==> src/rtl/otter_wb_arbiter.sv <==
// Two-port writeback arbiter for otter_rfile with starvation protection for the
// long-latency port and a scoreboard of outstanding port-B destinations.
module otter_wb_arbiter #(
    parameter int unsigned STARVE_LIMIT = 3
) (
    input  logic        clk,
    input  logic        rst,
    input  logic        a_valid,
    input  logic [4:0]  a_addr,
    input  logic [31:0] a_data,
    output logic        a_ready,
    input  logic        b_valid,
    input  logic [4:0]  b_addr,
    input  logic [31:0] b_data,
    output logic        b_ready,
    input  logic        alloc_valid,
    input  logic [4:0]  alloc_addr,
    input  logic [4:0]  q_addr1,
    input  logic [4:0]  q_addr2,
    output logic        q_pend1,
    output logic        q_pend2,
    output logic        w_en,
    output logic [4:0]  w_addr,
    output logic [31:0] w_data
);

    localparam logic [3:0] LIMIT_C = 4'(STARVE_LIMIT);

    logic [3:0]  starve_cnt_q, starve_cnt_d;
    logic        w_en_q, w_en_d;
    logic [4:0]  w_addr_q, w_addr_d;
    logic [31:0] w_data_q, w_data_d;
    logic        w_from_b_q, w_from_b_d;
    logic [31:0] pending_q, pending_d;

    logic        force_b_s;
    logic        a_xfer_s;
    logic        b_xfer_s;

    // Arbitration: A has priority unless B has waited the full starvation limit.
    always_comb begin
        force_b_s = (starve_cnt_q == LIMIT_C);
        a_ready   = !force_b_s;
        b_ready   = force_b_s || !a_valid;
        a_xfer_s  = a_valid && a_ready;
        b_xfer_s  = b_valid && b_ready;
    end

    // Starvation counter next state; saturates at the limit.
    always_comb begin
        starve_cnt_d = starve_cnt_q;
        if (!b_valid || b_xfer_s) begin
            starve_cnt_d = 4'd0;
        end else if (starve_cnt_q < LIMIT_C) begin
            starve_cnt_d = starve_cnt_q + 4'd1;
        end else begin
            starve_cnt_d = starve_cnt_q;
        end
    end

    // Write port next state; x0 transfers are accepted but dropped, leaving addr/data held.
    always_comb begin
        w_en_d     = 1'b0;
        w_addr_d   = w_addr_q;
        w_data_d   = w_data_q;
        w_from_b_d = 1'b0;
        if (a_xfer_s) begin
            if (a_addr != 5'd0) begin
                w_en_d   = 1'b1;
                w_addr_d = a_addr;
                w_data_d = a_data;
            end else begin
                w_en_d = 1'b0;
            end
        end else if (b_xfer_s) begin
            if (b_addr != 5'd0) begin
                w_en_d     = 1'b1;
                w_addr_d   = b_addr;
                w_data_d   = b_data;
                w_from_b_d = 1'b1;
            end else begin
                w_en_d = 1'b0;
            end
        end else begin
            w_en_d = 1'b0;
        end
    end

    // Scoreboard next state; the set is applied after the clear so a new allocation wins.
    always_comb begin
        pending_d = pending_q;
        if (w_en_q && w_from_b_q) begin
            pending_d[w_addr_q] = 1'b0;
        end else begin
            pending_d = pending_q;
        end
        if (alloc_valid && (alloc_addr != 5'd0)) begin
            pending_d[alloc_addr] = 1'b1;
        end else begin
            pending_d[0] = 1'b0;
        end
        pending_d[0] = 1'b0;
    end

    // State registers with synchronous reset.
    always_ff @(posedge clk) begin
        if (rst) begin
            starve_cnt_q <= 4'd0;
            w_en_q       <= 1'b0;
            w_addr_q     <= 5'd0;
            w_data_q     <= 32'd0;
            w_from_b_q   <= 1'b0;
            pending_q    <= 32'd0;
        end else begin
            starve_cnt_q <= starve_cnt_d;
            w_en_q       <= w_en_d;
            w_addr_q     <= w_addr_d;
            w_data_q     <= w_data_d;
            w_from_b_q   <= w_from_b_d;
            pending_q    <= pending_d;
        end
    end

    assign q_pend1 = pending_q[q_addr1];
    assign q_pend2 = pending_q[q_addr2];
    assign w_en    = w_en_q;
    assign w_addr  = w_addr_q;
    assign w_data  = w_data_q;

endmodule

==> config.mk <==
export PLATFORM = sky130hd
export DESIGN_NAME = otter_wb_arbiter
export DESIGN_NICKNAME = d
export VERILOG_FILES = /design/src/rtl/otter_wb_arbiter.sv
export SDC_FILE = /design/constraint.sdc
export NUM_CORES = 1
export LEC_CHECK = 0
export CAP_MARGIN = 20
export CORE_MARGIN = 1.5
export CORE_UTILIZATION = 43
export CTS_CLUSTER_SIZE = 16
export DETAILED_ROUTE_END_ITERATION = 8
export PLACE_DENSITY_LB_ADDON = 0.12
export SLEW_MARGIN = 20
export SYNTH_ARGS = -nofsm -noshare
export SYNTH_HDL_FRONTEND = slang
export SYNTH_SLANG_ARGS = --single-unit
==> constraint.sdc <==
create_clock -name clk -period 1.7 [get_ports clk]
set_input_delay 0.17 -clock clk [delete_from_list [all_inputs] [get_ports clk]]
set_output_delay 0.17 -clock clk [all_outputs]
set_load 0.1 [all_outputs]
==> results.toml, run 1 <==
[run_status]
status = "complete, but fails checks"
violations = "setup timing"

[global_route]
antenna_found_initial = 0
grt.total_usage = 0.247
grt_max_degree = 49
grt_pass1_vias = 4477
grt_pass1_wl_um = 21800
grt-ovfl-total = 0

[setup_path]
worstSetupStartpointType = "register"
rrSetupSlack_ps = -180
crit_fanout = 3
endpoint_kind = "primary output"
timing.rr.end = "w_data[23]"
required_ps = 1530
cp-endpoint = "q_pend1"
critPathArrivalTime_ps = 2100
crit_start = "pending_q[18]"
r2r_cells = 8
critPathKind = "register to primary output"
r2r_start = "starve_cnt_q[1]"

[detailed_routing]
routed_wl_um = 13700
ant_nets = 0
dr.pass1.iters = 4
vias_per_cell = 5.58
post_drt_wl_per_cell_um = 17.5
drc = 0
dr.first_iter.drc_count = 136
vias = 4383

[layout]
multi_input_area_mm2 = 0.00282
area_delta_synth_final_pct = 54.2
nets = 742
fillerInstances = 766
stdcell_count = 785
layout-drive-gt1-share = 0.276
final_common_cell = "clkdlybuf4s50_1"
final_util = 0.690
mostFrequentLayoutCells = "clkdlybuf4s50_1 (86), buf_4 (64), dfxtp_1 (58)"
register_area_mm2 = 0.00150
antenna_cells = 0

[synthesis]
synth_area_mm2 = 0.00442
ys_ff_latch = 74
yosysWarnings = 0
synth_compound_area_frac = 0.209
synth_flop_cell = "dfxtp_1"
synth-edff-count = 0
ys_types = 43
yosysSeqAreaShare = 0.336
synth-async-reset-ratio = 0
synth_fa_ha_area_frac = 0.00283
synth_area_leader_cell = "dfxtp_1"
yosys-top-cells-area = "dfxtp_1 (34%), mux2i_1 (8.4%), a21boi_0 (6.3%), o21bai_1 (6.1%), and3_1 (5.5%)"
synth_cells = 483
syn_nets = 578
synth_top_family_by_area = "simple AND/OR/NAND/NOR gates"
synth.area.mux_share = 0.169
syn_avg_cell_area_um2 = 9.14
yosys.area_share.xor_xnor = 0.00198
synth-simple-area-share = 0.226
synth_top_area_share = 0.336

[pwr]
peakVddDrop_v = 0.000445
p_leak_uw = 0.00277
p_per_area_mw_per_mm2 = 745

[min_path]
hp-class = "input port to register"

[sta]
fin_crit_ps = 2270
setup_ws_ps = -574
period_share = 1.34
max_freq_mhz = 440
worstMarginPinSlew_ps = 472
finalSetupViolations = 41
finalHoldViolations = 0
finClkSkew_ps = 11.7
slew_headroom = 0.684
maxSlewViolCount = 0
rsz0062_at_grt = "true"

[clocking]
h-tree-depth = 3
hold_buffers = 0
cts_tree = "yes"
clk_pin_slew_ps = 90
clkSinkCount = 74
clk_latency_ps = 360
cts-buffers-inserted = 9
cts_root_buf = "clkbuf_8"
cts_buffer_depth = 2

[floorplanning]
die-area_mm2 = 0.0109
dieHeight_um = 104
fp.coreArea_mm2 = 0.00986
dieWidth_um = 104
boundaryPins = 136
start_util = 0.448
std_cell_rows = 36

[placement]
portBuffers = 135
dp_slack_ps = -770
gp_congestion = 0.899
dp_hpwl_um = 9530
dp_cells = 747

[job]
cap_violations = 0
[cell usage after synthesis (4+ instances only)]
cell,count
a21boi_0,37
a21oi_1,31
and3_1,39
buf_6,6
clkbuf_1,28
dfxtp_1,74
mux2i_1,37
mux4_1,9
mux4_2,5
nand2_1,36
nand2b_1,37
nand3_1,4
nand3b_1,5
nand4_1,5
nand4b_1,5
nor2_1,8
nor2b_1,5
nor3b_1,5
o21ai_0,31
o21bai_1,36
[registers in the layout, indices dropped and copies added (netlist names)]
register	flops
starve_cnt_q	4
w_addr	5
pending_q	31
w_data	32
w_en	1
w_from_b_q	1
[metal layers]
layer	share of wire	track usage
met1	0.38	0.262
met2	0.52	0.451
met3	0.067	0.0614
met4	0.027	0.125
met5	0	0
[kinds of logic (layout without fill, tap and decap cells)]
kind of cell / after synthesis / count (layout)
buffers and inverters: 44 / 213
and+or+nand+nor: 168 / 168
adders and majority gates: 1 / 1
DFF: 74 / 74
muxes: 53 / 53
xor gates and xnor gates: 1 / 1
AOI/OAI and AO/OA: 142 / 142
[area by class of cell]
type | instances | share of cell area
clock buffer | 9 | 0.0182
clock inverter | 7 | 0.0182
inverter | 3 | 0.00165
multi-input combinational | 365 | 0.414
sequential | 74 | 0.221
tap | 133 | 0.0244
timing repair buffer | 194 | 0.303
[stage by stage]
stage | hold WS (ps) | setup TNS (ps) | cell area, um2 | total power [uW]
after floorplan | 351 | -3340 | 4500 | 2810
after global placement | 462 | -12460 | 6080 | 3290
after detailed placement | 466 | -13020 | 6080 | 3310
after CTS | 184 | -5950 | 6750 | 5090
after global routing | 219 | -8240 | 6810 | 5230
final | 206 | -5720 | 6810 | 5070
[how the worst min path moves through the flow]
stage / start / endpoint / slack [ps] / cells after the start
floorplan: b_valid / w_from_b_q / 350 / 2
global placement: w_data[14] / w_data[14] / 460 / 2
detailed placement: w_data[6] / w_data[6] / 470 / 2
CTS: rst / w_from_b_q / 180 / 2
global route: rst / w_from_b_q / 220 / 2
finish: rst / w_from_b_q / 210 / 2
[worst max-delay path, stage by stage, from the launching register on]
cell and delay (ps):
dfxtp_1 350, mux4_2 450, and4bb_2 240, or4_4 520, buf_12 180
[repair_timing]
item,CTS,global route
pin swaps,25,11
resized for setup,58,29
buffers inserted,19,3
endpoints found under the setup margin,42,42
cloned,6,2
[power breakdown]
part	leakage, uW	switching [uW]	total (uW)	internal, uW
clock	0.000121	732	1720	991
sequential	0.000612	72.0	1890	1820
combinational	0.00204	857	1460	602
total	0.00277	1660	5070	3410
No activity file was read; power rests on OpenSTA's default activity.
==> run 2: changes to the inputs <==
--- a/config.mk
+++ b/config.mk
@@ -10,6 +10,7 @@
 export CORE_UTILIZATION = 43
 export CTS_CLUSTER_SIZE = 16
 export DETAILED_ROUTE_END_ITERATION = 8
+export HOLD_SLACK_MARGIN = 0.05
 export PLACE_DENSITY_LB_ADDON = 0.12
 export SLEW_MARGIN = 20
 export SYNTH_ARGS = -nofsm -noshare
==> results of run 2 <==
Same layout as run 1: the final DEF is identical, and so are final timing and power.
==> run 3: changes to the inputs <==
--- a/config.mk
+++ b/config.mk
@@ -11,7 +11,7 @@
 export CTS_CLUSTER_SIZE = 16
 export DETAILED_ROUTE_END_ITERATION = 8
 export HOLD_SLACK_MARGIN = 0.05
-export PLACE_DENSITY_LB_ADDON = 0.12
+export PLACE_DENSITY = 0.77
 export SLEW_MARGIN = 20
 export SYNTH_ARGS = -nofsm -noshare
 export SYNTH_HDL_FRONTEND = slang
==> run 3 against run 2 <==
The flow still finishes with violations (setup timing). Hold slack better by 40 ps. Clock skew is 1.1 ps higher. Setup slack better by 5.6 ps. Count of clock-buffer cells in the layout is 3 higher. Non-clock buffer count is 7 lower. Largest cell class unchanged. Highest routed layer unchanged.
==> results.toml, run 3 (synthesized netlist as in run 1, its figures left out) <==
[run_status]
status = "complete, but fails checks"
violations = "setup timing"

[setup_path]
required_ps = 1530
r2r_start = "starve_cnt_q[0]"
endpoint_kind = "primary output"
worstSetupStartpointType = "register"
rrSetupSlack_ps = -210
critPathKind = "register to primary output"
r2r_cells = 8
path_cells = "mux4_2 > nand4_1 > nand4_1 > or4_4 > buf_12"
critPathArrivalTime_ps = 2100
timing.rr.end = "w_data[23]"
cpPeakStageDelay_ps = 540
crit_fanout = 3
crit_top_cell = "nand4_1"
slowest_stage = "or4_4"

[pwr]
p_clk_frac = 0.300
p_int_uw = 3190
seqPwrFrac = 0.390
peakVddDrop_v = 0.000457
p_leak_uw = 0.00272
p_total_uw = 4840
p_per_area_mw_per_mm2 = 712
p_sw_uw = 1650
combinationalPowerShare = 0.310
swShare = 0.341

[placement]
dp_hpwl_um = 9700
postPlaceCellArea_mm2 = 0.00604
portBuffers = 135
dp_slack_ps = -782
gp_congestion = 0.982

[sta]
maxSlewViolCount = 0
period_share = 1.33
max_freq_mhz = 441
worstMarginPinSlew_ps = 462
finalSetupViolations = 40
finClkSkew_ps = 12.8
finalHoldViolations = 0
rsz0062_at_grt = "true"
fin_crit_ps = 2270
setup_ws_ps = -568
slew_headroom = 0.692

[clocking]
cts_tree = "yes"
hold_buffers = 0
clk_latency_ps = 360
clk_pin_slew_ps = 80
clkSinkCount = 74
cts_buffer_depth = 2
cts-buffers-inserted = 9
h-tree-depth = 3
cts_root_buf = "clkbuf_8"

[detailed_routing]
drc = 0
dr.first_iter.drc_count = 183
dr.pass1.iters = 5
vias_per_cell = 5.75
routed_wl_um = 14600
post_drt_wl_per_cell_um = 18.8
vias = 4477
ant_nets = 0

[floorplanning]
start_util = 0.448
die-area_mm2 = 0.0109
boundaryPins = 136
dieWidth_um = 104
std_cell_rows = 36
dieHeight_um = 104
fp.coreArea_mm2 = 0.00986

[layout]
area_delta_synth_final_pct = 54.0
multi_input_area_mm2 = 0.00289
register_area_mm2 = 0.00151
antenna_cells = 0
final_area_mm2 = 0.00680
mostFrequentLayoutCells = "clkdlybuf4s50_1 (85), buf_4 (59), dfxtp_1 (52)"
final_common_cell = "clkdlybuf4s50_1"
final_util = 0.689
nets = 735
layout-drive-gt1-share = 0.298
fillerInstances = 723
largest_register_ffs = 32

[global_route]
grt-ovfl-total = 0
grt_pass1_vias = 4590
antenna_found_initial = 0
grt.total_usage = 0.267
grt_pass1_wl_um = 23100
grt_max_degree = 41

[job]
cap_violations = 0

[min_path]
worstHoldEndpoint = "w_en"
hold_depth = 2
min_from = "rst"
hp-class = "input port to register"
-- run 3: cell types whose count changed in the layout (fill, tap and decap cells not counted), moves of 5 or more --
cell	before	now
dfxtp_1	58	52
a21boi_1	8	15
and3_1	23	18
and3_4	16	21
buf_6	12	7
dfxtp_2	16	22
a21boi_0	26	17
buf_4	64	59
-- run 3: cell type report --
cell class,instances,area share
Inverter,3,0.00166
Tap cell,133,0.0245
Multi-Input combinational cell,365,0.425
Sequential cell,74,0.222
Timing Repair Buffer,187,0.297
Clock buffer,12,0.0228
Clock inverter,4,0.00736
-- run 3: per-layer routing --
layer | GRT usage | vias to the layer above | part of all wire
li1 | - | 2084 | -
met1 | 0.292 | 2104 | 0.37
met2 | 0.466 | 241 | 0.50
met3 | 0.0708 | 48 | 0.091
met4 | 0.153 | 0 | 0.038
met5 | 0 | - | 0
-- run 3: worst max-delay path by stage --
stage               cells after the start     startpoint      end
finish                                  5  pending_q[27]  q_pend2
global route                            5  pending_q[27]  q_pend2
CTS                                     4  pending_q[19]  q_pend1
detailed placement                      8     q_addr2[1]  q_pend2
global placement                        6     q_addr2[1]  q_pend2
floorplan                               4     q_addr2[1]  q_pend2
-- run 3: timing repair --
item                       4_1_cts  5_1_grt
setup buffers                   17        2
cloned                           9        0
setup endpoints to repair       42       42
gates resized for setup         69       44
pin swaps                       38       18
-- run 3: metrics by stage --
stage,hold slack (ps),std cells,TNS (ps)
2_1_floorplan,351,483,-3340
3_3_place_gp,461,739,-11120
3_5_place_dp,470,739,-12840
4_1_cts,222,781,-6910
5_1_grt,276,778,-8250
6_report,246,778,-6180
-- run 3: power by group through the flow --
| stage | clock (uW) | sequential (uW) | combinational (uW) |
|---|---|---|---|
| after global placement | 0 | 1920 | 1360 |
| final | 1450 | 1890 | 1500 |
| after floorplan | 0 | 2400 | 413 |
| after global routing | 1540 | 1900 | 1560 |
| after CTS | 1470 | 1890 | 1500 |
| after detailed placement | 0 | 1920 | 1380 |
-- run 3: worst max-delay path, delay by kind of cell (launching register included) --
family	cells	cell delay, ps
buffers and inverters	1	180
AND/OR/NAND/NOR	3	740
multiplexers	1	480
flip-flops	1	350
